$ cat config.mk
export PLATFORM = sky130hd
export DESIGN_NAME = misr16
export DESIGN_NICKNAME = d
export VERILOG_FILES = /design/src/rtl/result_signature_checker_misr16.sv
export SDC_FILE = /design/constraint.sdc
export NUM_CORES = 1
export LEC_CHECK = 0
export CAP_MARGIN = 40
export CORE_MARGIN = 5
export CORE_UTILIZATION = 42
export CTS_BUF_LIST = sky130_fd_sc_hd__clkbuf_16
export DETAILED_ROUTE_END_ITERATION = 8
export MAX_ROUTING_LAYER = met4
export PLACE_DENSITY_LB_ADDON = 0.15
export SKIP_CTS_REPAIR_TIMING = 1
export SLEW_MARGIN = 0
export SYNTH_ARGS = -nofsm -noshare
export SYNTH_HDL_FRONTEND = slang
export SYNTH_SLANG_ARGS = --single-unit
$ cat constraint.sdc
create_clock -name clk -period 1.9 [get_ports clk]
set_input_delay 0.38 -clock clk [delete_from_list [all_inputs] [get_ports clk]]
set_output_delay 0.38 -clock clk [all_outputs]
set_load 0.05 [all_outputs]
$ cat src/rtl/result_signature_checker_misr16.sv
// 16-bit multiple-input signature register.
//   clk, reset : system clock, synchronous active-high reset (loads SEED)
//   load_seed  : synchronous reload of SEED (lower priority than reset)
//   step       : compact data into the signature this edge
//   data       : raw 16-bit input vector
//   sig        : current signature
module misr16 #(
    parameter logic [15:0] POLY = 16'h1021,
    parameter logic [15:0] SEED = 16'h0000
) (
    input  logic        clk,
    input  logic        reset,
    input  logic        load_seed,
    input  logic        step,
    input  logic [15:0] data,
    output logic [15:0] sig
);

    logic [15:0] sig_next;

    always_comb begin
        sig_next = {sig[14:0], 1'b0} ^ (sig[15] ? POLY : 16'h0000) ^ data;
    end

    always_ff @(posedge clk) begin
        if (reset || load_seed) begin
            sig <= SEED;
        end else if (step) begin
            sig <= sig_next;
        end
    end

endmodule

==> run_results.csv, run 1 <==
group,metric,value,unit
floorplan,die_x,52.4,um
floorplan,die_h,52.4,um
timing,hold_ws,0.509,ns
timing,slew_headroom,53.3,%
global_routing,grt.overflow.total,0,
placement,portBuffers,35,
floorplan,core_area,1730,um^2
global_routing,busiest_layer,"met2",
pwr,internal_power,0.000730,W
timing,min_period,1.82,ns
critical_path,critPathRequiredTime,1.52,ns
pwr,clkPwrFrac,40.5,%
global_routing,grtUsageMet2,19.0,%
timing,max_freq,550,MHz
final_layout,largest_register,"sig",
critical_path,critPathBufInv,1,
global_routing,first_global_vias,598,
pwr,powerDensity,823,nW/um^2
final_layout,drive_gt1_share,19.2,%
timing,finalClockSkew,0.00162,ns
critical_path,crit_path_end_kind,"output port",
critical_path,path_cells,"clkdlybuf4s50_1",
pwr,total_power,0.000970,W
critical_path,critPathMaxFanout,3,
pwr,power.switching,0.000240,W
pwr,p_sw_share,24.7,%
drt,drtAntennaViolNets,0,
drt,num_vias,607,
placement,globalplace.congestion,0.617,
flow_run,drv_cap,0,
synthesis,ys_seq_elements,16,
pwr,power_frac_comb,21.7,%
drt,routedWlPerCell,12.0,um
synthesis,synth_cells,70,
placement,post-place-ws,0.221,ns
critical_path,crit_slowest_cell,"clkdlybuf4s50_1",
floorplan,dieArea,2750,um^2
pwr,power.leakage,0.430,nW
pwr,seq_power_share,37.9,%
drt,drc,0,
min_path,hold_class,"reg -> reg",
clock_tree,clockBufferDepth,2,
synthesis,ys_seq_area_share,42.4,%
final_layout,antennaDiodeCount,0,
synthesis,synth_warnings,0,
critical_path,cp.arrival,1.44,ns
timing,final.setup.tns,0,ns
critical_path,path_delay_family,"buffers and inverters",
clock_tree,cts-root-buf,"clkbuf_16",
floorplan,num_io_pins,36,
final_layout,syn_to_final_growth,56.0,%
final_layout,largest_register_ffs,16,
clock_tree,cts_max_level,1,
final_layout,top_regs,"sig: 16 flops",
clock_tree,cts_tree,"done",
timing,worst_slew_pin_slew,0.701,ns
drt,via_per_inst,4.71,
pwr,peakVddDrop,491,uV
timing,slew_violations,0,
critical_path,path_class,"reg -> out",
timing,fin_crit_sh,95.8,%
global_routing,track_usage,12.6,%
clock_tree,clock_latency,0.24,ns
synthesis,synth.distinct_cells,11,
critical_path,worst_setup_path_start_kind,"flop",
global_routing,grt_pass1_wl,2460,um
timing,rsz0062_at_grt,"false",
placement,place_hpwl,1140,um
placement,post_dp_cell_area,1100,um^2
drt,drt_wl_total,1550,um
timing,setup_viol,0,
synthesis,syn-cell-area,756,um^2
clock_tree,clk_pin_slew,0.05,ns
global_routing,grt_util_met1,14.8,%
floorplan,fp-row-count,15,
timing,timing.final.hold_violations,0,
final_layout,final_area,1180,um^2
global_routing,grt_max_degree,31,
outcome,status,"finished clean",
timing,layout_setup_ws,0.0807,ns
drt,drtIter0Drc,0,
critical_path,slowest_delay,0.82,ns
clock_tree,cts_buffers,3,
global_routing,antenna_found_initial,0,
synthesis,syn_nets,90,
floorplan,initial_core_util,43.8,%
final_layout,fin_nets,126,
drt,first_pass_iters,1,
global_routing,met3_usage,3.42,%
synthesis,synth.avg_cell_area,10.8,um^2
clock_tree,cts.sinks,16,
-- cells in the mapped netlist, drive strengths merged --
cell type / count / area [um^2]
xor3: 2 / 47.6
buf: 5 / 33.8
or2: 1 / 6.26
dfxtp: 16 / 320
a211oi: 14 / 145
mux2i: 2 / 20.0
xnor2: 14 / 123
nor2: 16 / 60.1
-- cells by family after synthesis --
| kind of cell | count (synthesis) | synth area share [%] |
|---|---|---|
| xor+xnor | 16 | 22.5 |
| compound gates | 14 | 19.2 |
| buf+inv | 5 | 4.47 |
| mux | 2 | 2.65 |
| simple gates | 17 | 8.78 |
| flops | 16 | 42.4 |
-- stage by stage --
step,std cells,util [%]
2_1_floorplan,70,-
3_3_place_gp,126,63.9
5_1_grt,129,68.3
4_1_cts,129,68.3
3_5_place_dp,126,63.9
6_report,129,68.3
-- worst paths after layout --
path / endpoint / startpoint / slack [ns] / cells after the start
worst min register to register: sig[13] / sig[13] / 0.51 / 2
worst max register to register: sig[5] / sig[15] / 0.73 / 3
worst max-delay path: sig[6] / sig[6] / 0.08 / 1
worst min-delay path: sig[13] / sig[13] / 0.51 / 2
-- layout by cell type, fill, tap and decap left out --
cell type         n
xor3_1            2
dfxtp_1          16
mux2i_1           2
buf_4             8
nor2_1           16
or2_1             1
a211oi_2          8
a211oi_1          6
xnor2_1          14
buf_12            1
clkdlybuf4s50_1  27
clkbuf_16         3
-- area by class of cell --
class	instances	area [um^2]
Timing Repair Buffer	36	350
Sequential cell	16	320
Fill cell	147	548
Tap cell	25	31.3
Clock buffer	3	75.1
Multi-Input combinational cell	49	402
-- power groups by stage --
stage / sequential [W] / clock [W] / combinational, W
after global routing: 0.000369 / 0.000420 / 0.000224
after floorplan: 0.000426 / 0 / 0.0000804
after global placement: 0.000373 / 0 / 0.000210
after detailed placement: 0.000374 / 0 / 0.000212
final: 0.000367 / 0.000393 / 0.000210
after CTS: 0.000367 / 0.000403 / 0.000213
-- per-layer routing --
| layer | vias to the layer above | share of wire, % |
|---|---|---|
| met5 | - | 0 |
| met4 | 0 | 1.9 |
| met3 | 4 | 5.8 |
| met2 | 23 | 49 |
| met1 | 271 | 44 |
| li1 | 309 | - |
Note: power is estimated with default switching activity, not from simulation.
==> inputs of run 2 (changes only) <==
--- a/config.mk
+++ b/config.mk
@@ -10,6 +10,7 @@
 export CORE_UTILIZATION = 42
 export CTS_BUF_LIST = sky130_fd_sc_hd__clkbuf_16
 export DETAILED_ROUTE_END_ITERATION = 8
+export HOLD_SLACK_MARGIN = 0.15
 export MAX_ROUTING_LAYER = met4
 export PLACE_DENSITY_LB_ADDON = 0.15
 export SKIP_CTS_REPAIR_TIMING = 1
==> results of run 2 <==
No change in the layout: final DEF, timing and power equal those of run 1.
